## src/rtl/mem_port_arbiter_if.sv

```systemverilog
// Bundle of the fetch, memory-stage and RAM-side signals around the main RAM arbiter.
// The slave modport is the arbiter's view; the master modport is the view of the
// pipeline stages and RAM macro that surround it.
interface mem_port_arbiter_if #(
    parameter int ADDR_W = 11
) ();
    logic              if_req;
    logic [31:0]       if_addr;
    logic              if_gnt;
    logic              if_rvalid;
    logic [31:0]       if_rdata;
    logic              if_stall;

    logic              ls_req;
    logic              ls_we;
    logic [31:0]       ls_addr;
    logic [31:0]       ls_wdata;
    logic              ls_gnt;
    logic              ls_rvalid;
    logic [31:0]       ls_rdata;
    logic              ls_stall;

    logic              mem_en;
    logic              mem_we;
    logic [ADDR_W-1:0] mem_addr;
    logic [31:0]       mem_wdata;
    logic [31:0]       mem_rdata;

    modport slave (
        input  if_req, if_addr,
        output if_gnt, if_rvalid, if_rdata, if_stall,
        input  ls_req, ls_we, ls_addr, ls_wdata,
        output ls_gnt, ls_rvalid, ls_rdata, ls_stall,
        output mem_en, mem_we, mem_addr, mem_wdata,
        input  mem_rdata
    );

    modport master (
        output if_req, if_addr,
        input  if_gnt, if_rvalid, if_rdata, if_stall,
        output ls_req, ls_we, ls_addr, ls_wdata,
        input  ls_gnt, ls_rvalid, ls_rdata, ls_stall,
        input  mem_en, mem_we, mem_addr, mem_wdata,
        output mem_rdata
    );
endinterface

```

## src/rtl/mem_port_arbiter.sv

```systemverilog
// Arbiter for the single-port main RAM shared by the fetch stage and the memory stage.
// One access in flight at a time; reads hold the port for RD_LAT+1 cycles, stores for one.
// Memory stage has priority, except that fetch wins once the memory stage has taken
// MAX_LS_STREAK consecutive grants while fetch was waiting.
// Grants, RAM strobes and stalls are decoded combinationally from the registered state
// so a request can be granted in the cycle it appears; every output is forced low
// while rst_n is asserted.
module mem_port_arbiter #(
    parameter int ADDR_W        = 11,
    parameter int RD_LAT        = 1,
    parameter int MAX_LS_STREAK = 4
) (
    input  logic               clk,
    input  logic               rst_n,
    mem_port_arbiter_if.slave  bus
);

    typedef enum logic {
        IDLE = 1'b0,
        READ = 1'b1
    } state_t;

    localparam logic [2:0] LAT_C    = 3'(RD_LAT);
    localparam logic [3:0] STREAK_C = 4'(MAX_LS_STREAK);

    state_t      state_q, state_d;
    logic [2:0]  cnt_q, cnt_d;
    logic [3:0]  streak_q, streak_d;
    logic        owner_ls_q, owner_ls_d;

    logic        grant_if;
    logic        grant_ls;
    logic        read_done;
    logic        fetch_waits_behind_ls;
    logic [31:0] sel_addr;

    // Same-cycle arbitration in IDLE: memory stage first unless fetch has been starved
    always_comb begin
        grant_if = 1'b0;
        grant_ls = 1'b0;
        fetch_waits_behind_ls = bus.if_req && (streak_q == STREAK_C);
        if (state_q == IDLE) begin
            if (bus.ls_req && !fetch_waits_behind_ls) begin
                grant_ls = 1'b1;
            end else if (bus.if_req) begin
                grant_if = 1'b1;
            end
        end
    end

    assign read_done = (state_q == READ) && (cnt_q == LAT_C);

    // Next-state, latency counter, owner and starvation-streak bookkeeping
    always_comb begin
        state_d    = state_q;
        cnt_d      = cnt_q;
        streak_d   = streak_q;
        owner_ls_d = owner_ls_q;

        case (state_q)
            IDLE: begin
                if (grant_if || (grant_ls && !bus.ls_we)) begin
                    state_d    = READ;
                    cnt_d      = 3'd1;
                    owner_ls_d = grant_ls;
                end
            end
            READ: begin
                if (read_done) begin
                    state_d = IDLE;
                    cnt_d   = 3'd0;
                end else begin
                    cnt_d = cnt_q + 3'd1;
                end
            end
            default: begin
                state_d = IDLE;
                cnt_d   = 3'd0;
            end
        endcase

        if (grant_ls) begin
            if (bus.if_req) begin
                streak_d = (streak_q == STREAK_C) ? STREAK_C : streak_q + 4'd1;
            end else begin
                streak_d = 4'd0;
            end
        end else if (grant_if) begin
            streak_d = 4'd0;
        end
    end

    // Single state register; asynchronous reset abandons any read in flight
    always_ff @(posedge clk or negedge rst_n) begin
        if (!rst_n) begin
            state_q    <= IDLE;
            cnt_q      <= 3'd0;
            streak_q   <= 4'd0;
            owner_ls_q <= 1'b0;
        end else begin
            state_q    <= state_d;
            cnt_q      <= cnt_d;
            streak_q   <= streak_d;
            owner_ls_q <= owner_ls_d;
        end
    end

    assign sel_addr = grant_ls ? bus.ls_addr : bus.if_addr;

    assign bus.if_gnt    = rst_n && grant_if;
    assign bus.ls_gnt    = rst_n && grant_ls;

    assign bus.mem_en    = rst_n && (grant_if || grant_ls);
    assign bus.mem_we    = rst_n && grant_ls && bus.ls_we;
    assign bus.mem_addr  = bus.mem_en ? sel_addr[ADDR_W+1:2] : '0;
    assign bus.mem_wdata = bus.mem_we ? bus.ls_wdata : 32'h0;

    assign bus.if_rvalid = rst_n && read_done && !owner_ls_q;
    assign bus.ls_rvalid = rst_n && read_done &&  owner_ls_q;
    assign bus.if_rdata  = bus.if_rvalid ? bus.mem_rdata : 32'h0;
    assign bus.ls_rdata  = bus.ls_rvalid ? bus.mem_rdata : 32'h0;

    assign bus.if_stall  = rst_n && ((bus.if_req && !grant_if) || grant_if ||
                                     ((state_q == READ) && !owner_ls_q && !read_done));
    assign bus.ls_stall  = rst_n && ((bus.ls_req && !grant_ls) || (grant_ls && !bus.ls_we) ||
                                     ((state_q == READ) && owner_ls_q && !read_done));

endmodule

```

## src/flat_wrapper.sv

```systemverilog
// flat-port wrapper written by rule: the top's interface ports become plain ports
module mem_port_arbiter_flat 
#(
    parameter int ADDR_W        = 11,
    parameter int RD_LAT        = 1,
    parameter int MAX_LS_STREAK = 4
)
  (clk, rst_n, bus_if_req, bus_if_addr, bus_if_gnt, bus_if_rvalid, bus_if_rdata, bus_if_stall, bus_ls_req, bus_ls_we, bus_ls_addr, bus_ls_wdata, bus_ls_gnt, bus_ls_rvalid, bus_ls_rdata, bus_ls_stall, bus_mem_en, bus_mem_we, bus_mem_addr, bus_mem_wdata, bus_mem_rdata);
  mem_port_arbiter_if #(.ADDR_W(ADDR_W)) bus_i ();
  input  logic clk;
  input  logic rst_n;
  input wire logic [$bits(bus_i.if_req)-1:0] bus_if_req;
  input wire logic [$bits(bus_i.if_addr)-1:0] bus_if_addr;
  output wire logic [$bits(bus_i.if_gnt)-1:0] bus_if_gnt;
  output wire logic [$bits(bus_i.if_rvalid)-1:0] bus_if_rvalid;
  output wire logic [$bits(bus_i.if_rdata)-1:0] bus_if_rdata;
  output wire logic [$bits(bus_i.if_stall)-1:0] bus_if_stall;
  input wire logic [$bits(bus_i.ls_req)-1:0] bus_ls_req;
  input wire logic [$bits(bus_i.ls_we)-1:0] bus_ls_we;
  input wire logic [$bits(bus_i.ls_addr)-1:0] bus_ls_addr;
  input wire logic [$bits(bus_i.ls_wdata)-1:0] bus_ls_wdata;
  output wire logic [$bits(bus_i.ls_gnt)-1:0] bus_ls_gnt;
  output wire logic [$bits(bus_i.ls_rvalid)-1:0] bus_ls_rvalid;
  output wire logic [$bits(bus_i.ls_rdata)-1:0] bus_ls_rdata;
  output wire logic [$bits(bus_i.ls_stall)-1:0] bus_ls_stall;
  output wire logic [$bits(bus_i.mem_en)-1:0] bus_mem_en;
  output wire logic [$bits(bus_i.mem_we)-1:0] bus_mem_we;
  output wire logic [$bits(bus_i.mem_addr)-1:0] bus_mem_addr;
  output wire logic [$bits(bus_i.mem_wdata)-1:0] bus_mem_wdata;
  input wire logic [$bits(bus_i.mem_rdata)-1:0] bus_mem_rdata;
  assign bus_i.if_req = bus_if_req;
  assign bus_i.if_addr = bus_if_addr;
  assign bus_if_gnt = bus_i.if_gnt;
  assign bus_if_rvalid = bus_i.if_rvalid;
  assign bus_if_rdata = bus_i.if_rdata;
  assign bus_if_stall = bus_i.if_stall;
  assign bus_i.ls_req = bus_ls_req;
  assign bus_i.ls_we = bus_ls_we;
  assign bus_i.ls_addr = bus_ls_addr;
  assign bus_i.ls_wdata = bus_ls_wdata;
  assign bus_ls_gnt = bus_i.ls_gnt;
  assign bus_ls_rvalid = bus_i.ls_rvalid;
  assign bus_ls_rdata = bus_i.ls_rdata;
  assign bus_ls_stall = bus_i.ls_stall;
  assign bus_mem_en = bus_i.mem_en;
  assign bus_mem_we = bus_i.mem_we;
  assign bus_mem_addr = bus_i.mem_addr;
  assign bus_mem_wdata = bus_i.mem_wdata;
  assign bus_i.mem_rdata = bus_mem_rdata;
  mem_port_arbiter #(.ADDR_W(ADDR_W), .RD_LAT(RD_LAT), .MAX_LS_STREAK(MAX_LS_STREAK)) u_core (.clk(clk), .rst_n(rst_n), .bus(bus_i));
endmodule
```

## config.mk

```make
export PLATFORM = sky130hd
export DESIGN_NAME = mem_port_arbiter_flat
export DESIGN_NICKNAME = d
export VERILOG_FILES = /design/src/rtl/mem_port_arbiter_if.sv /design/src/rtl/mem_port_arbiter.sv /design/src/flat_wrapper.sv
export SDC_FILE = /design/constraint.sdc
export NUM_CORES = 1
export LEC_CHECK = 0
export ABC_AREA = 1
export CAP_MARGIN = 25
export CORE_AREA = 2 2 96 98
export CTS_CLUSTER_SIZE = 25
export DETAILED_ROUTE_END_ITERATION = 6
export DIE_AREA = 0 0 98 100
export MAX_ROUTING_LAYER = met4
export PLACE_DENSITY = 0.7
export SETUP_SLACK_MARGIN = 0.05
export SLEW_MARGIN = 20
export SYNTH_ARGS = -nofsm -noshare
export SYNTH_HDL_FRONTEND = slang
export SYNTH_SLANG_ARGS = --single-unit
```

## constraint.sdc

```tcl
create_clock -name clk -period 1.5 [get_ports clk]
set_input_delay 0.3 -clock clk [delete_from_list [all_inputs] [get_ports clk]]
set_output_delay 0.3 -clock clk [all_outputs]
set_load 0.03 [all_outputs]
```

==> flow_metrics.tcl <==
set metrics [dict create \
    die_w_um 98 \
    cts_buffers 3 \
    gp_congestion 0.847 \
    path_clk_slew_ns 0.04 \
    syn_avg_cell_area_um2 5.24 \
    grt_start_max_net_pins 16 \
    power.density_nw_per_um2 837 \
    drc 0 \
    clk_latency_ns 0.23 \
    final_cell_mix "buf_6, nor2_4, clkdlybuf4s50_1" \
    dp_hpwl_mm 7.04 \
    tns_ns -54.06 \
    reg2reg_slack_ns -0.06 \
    cp.required_ns 1.20 \
    critical_path.max_stage_delay_ns 0.37 \
    netlist.area_leader.share_pct 21.8 \
    root_buffer "clkbuf_8" \
    final_common_cell "buf_6" \
    final-hold-violation-count 0 \
    finalCritPeriodShare_pct 137 \
    switching_share_pct 48.4 \
    drive_gt1_share_pct 62.2 \
    routed_wl_mm 8.77 \
    syn_area_um2 1520 \
    violations "setup timing" \
    num_rows 35 \
    dieArea_um2 9800 \
    syn2layout_area_growth_pct 279 \
    final_net_count 686 \
    critPathTopFamily "buffers and inverters" \
    crit_type "flop to output port" \
    coreArea_um2 8890 \
    whs_ns 0.237 \
    cp_max_fo 7 \
    ys_seq_area_share_pct 14.9 \
    cts.path.max_buffers 2 \
    antenna_left 0 \
    worstPathArrival_ns 1.75 \
    cp_num_buf_inv 5 \
    synth.distinct_cells 25 \
    grt_use_total_pct 17.4 \
    async_flop_share_pct 100 \
    slowest_stage "dfrtp_1" \
    outcome "finished with violations" \
    insertedDiodeCount 0 \
    worst_slew_pin_slew_ns 0.314 \
    cp_cell_sequence "inv_2 > ha_4 > nand4_4 > nand4_4 > nor2_4 > inv_6 > buf_12 > buf_16 > nor2_4 > buf_6" \
    rsz0062_at_grt "yes" \
    cts_sinks 9 \
    wl_per_cell_um 13.3 \
    finalWorstSetupSlack_ns -0.548 \
    max_freq_ghz 0.488 \
    leakage_nw 2.56 \
    critPathCaptureType "output port" \
    max_cap_violations 0 \
    placed_area_um2 4770 \
    grt_pass1_vias 2817 \
    fin_crit_ns 2.05 \
    fin_area_um2 5750 \
    netlist_instances 289 \
    rr_worst_depth 10 \
    finalSetupViolCount 117 \
    synth-edff-count 0 \
    grt_overflow_total 0 \
    via_per_inst 4.13 \
    num_io_pins 248 \
    yosysWarnings 0 \
    yosysTopAreaCell "nor2_1" \
    pwr-share-comb_pct 85.2 \
    drt-initial-drc-count 49 \
    vias 2721 \
    clock_power_share_pct 5.7 \
    synth_seq_cells 9 \
    fillers 673 \
    syn_nets 426 \
    synth_area_leaders "nor2_1, inv_1, dfrtp_1" \
    cts_hold_buf 0 \
    worstReg2RegStart "u_core.streak_q[1]" \
    dr.pass1.iters 4 \
    cts_tree "done" \
    critPathLaunchType "flop" \
    port-buffer-count 205 \
    r2r-end "u_core.cnt_q[0]" \
    grt_pass1_wl_mm 13.7 \
    hold_class "input pin to asynchronous set/reset pin" \
    ys.flop_type "dfrtp_1" \
    seq_power_share_pct 9.1 \
    finClkSkew_ns 0.00103 \
    drv_slew 0 \
    die_y_um 100 \
    p_int_w 0.00248 \
    maxSlewHeadroom_pct 78.9 \
    power.switching_w 0.00233 \
    start_util_pct 17.0 \
    h-tree-depth 1 \
    vdd_drop_max_uv 463 \
    antenna_found_initial 0 \
]
-- worst register-to-register path, cell delays in order, from the launching register on --
cell     delay, ns
dfrtp_1       0.37
inv_2         0.06
ha_4          0.17
nand4_4       0.09
buf_6         0.12
buf_6         0.12
nand2_4       0.05
nand2_4       0.07
buf_6         0.10
nand2_2       0.06
or2_1         0.24
-- power groups by stage --
stage / registers (W) / clock network [W] / logic, W
5_1_grt: 0.000447 / 0.000307 / 0.00433
3_5_place_dp: 0.000415 / 0 / 0.00327
2_1_floorplan: 0.000434 / 0 / 0.00197
6_report: 0.000438 / 0.000275 / 0.00410
4_1_cts: 0.000423 / 0.000284 / 0.00391
3_3_place_gp: 0.000409 / 0 / 0.00321
-- worst max-delay path by stage --
stage | end | start | slack [ns] | depth (start not counted)
4_1_cts | bus_mem_wdata[25] | u_core.streak_q[1] | -0.54 | 10
2_1_floorplan | bus_mem_wdata[10] | u_core.streak_q[0] | -0.35 | 8
3_3_place_gp | bus_mem_wdata[21] | rst_n | -0.49 | 7
6_report | bus_mem_wdata[25] | u_core.streak_q[1] | -0.55 | 10
5_1_grt | bus_ls_rdata[12] | u_core.cnt_q[1] | -0.65 | 9
3_5_place_dp | bus_if_rdata[14] | rst_n | -0.52 | 6
-- synth_stat cells (2+ instances only) --
master / n
o21ai_0: 8
nand3_1: 4
nor2_1: 88
nand2_1: 30
buf_6: 3
nor2_2: 13
clkbuf_1: 2
ha_1: 4
inv_1: 78
a21oi_1: 13
buf_2: 9
inv_2: 2
xor2_1: 2
nand4_1: 14
dfrtp_1: 9
-- stage by stage --
step	worst slack [ns]	instances	power [W]	util (%)
final	-0.548	659	0.00481	64.7
after global routing	-0.645	659	0.00509	64.7
after CTS	-0.544	656	0.00462	63.3
after detailed placement	-0.518	636	0.00368	53.7
after global placement	-0.494	636	0.00362	53.7
after floorplan	-0.351	289	0.00240	-
-- per-layer routing --
layer,share of wire (%),GRT usage (%)
met5,0,-
met1,37,19.9
met4,2.3,3.42
met2,57,32.2
met3,3.9,2.72
-- kinds of logic (layout without fill, tap and decap cells) --
logic type	after synthesis	in the layout	share of synthesized area, %
buf+inv	96	355	26.4
compound gates	22	22	7.51
flops	9	9	14.9
xor+xnor	3	3	1.73
simple gates	155	155	46.2
fa+ha+maj	4	4	3.30
-- final cells by class --
class | count | area (um^2) | area share, %
repair buffers | 270 | 3040 | 53.0
multi-input cells | 184 | 1970 | 34.2
inverters | 81 | 327 | 5.68
flip-flops and latches | 9 | 226 | 3.94
well taps | 111 | 139 | 2.42
clock buffers | 4 | 45.0 | 0.784
-- state kept, by name (all words and copies together) (netlist names) --
| register | count |
|---|---|
| u_core.streak_q | 4 |
| u_core.owner_ls_q | 1 |
| u_core.state_q | 1 |
| u_core.cnt_q | 3 |
-- repair_timing --
item / in CTS / in global routing
gates resized for setup: 173 / 27
pin swaps: 19 / 11
setup endpoints to repair: 118 / 123
buffers inserted: 13 / 6
gates cloned: 3 / 0
Power figures use the tool's default switching activity.
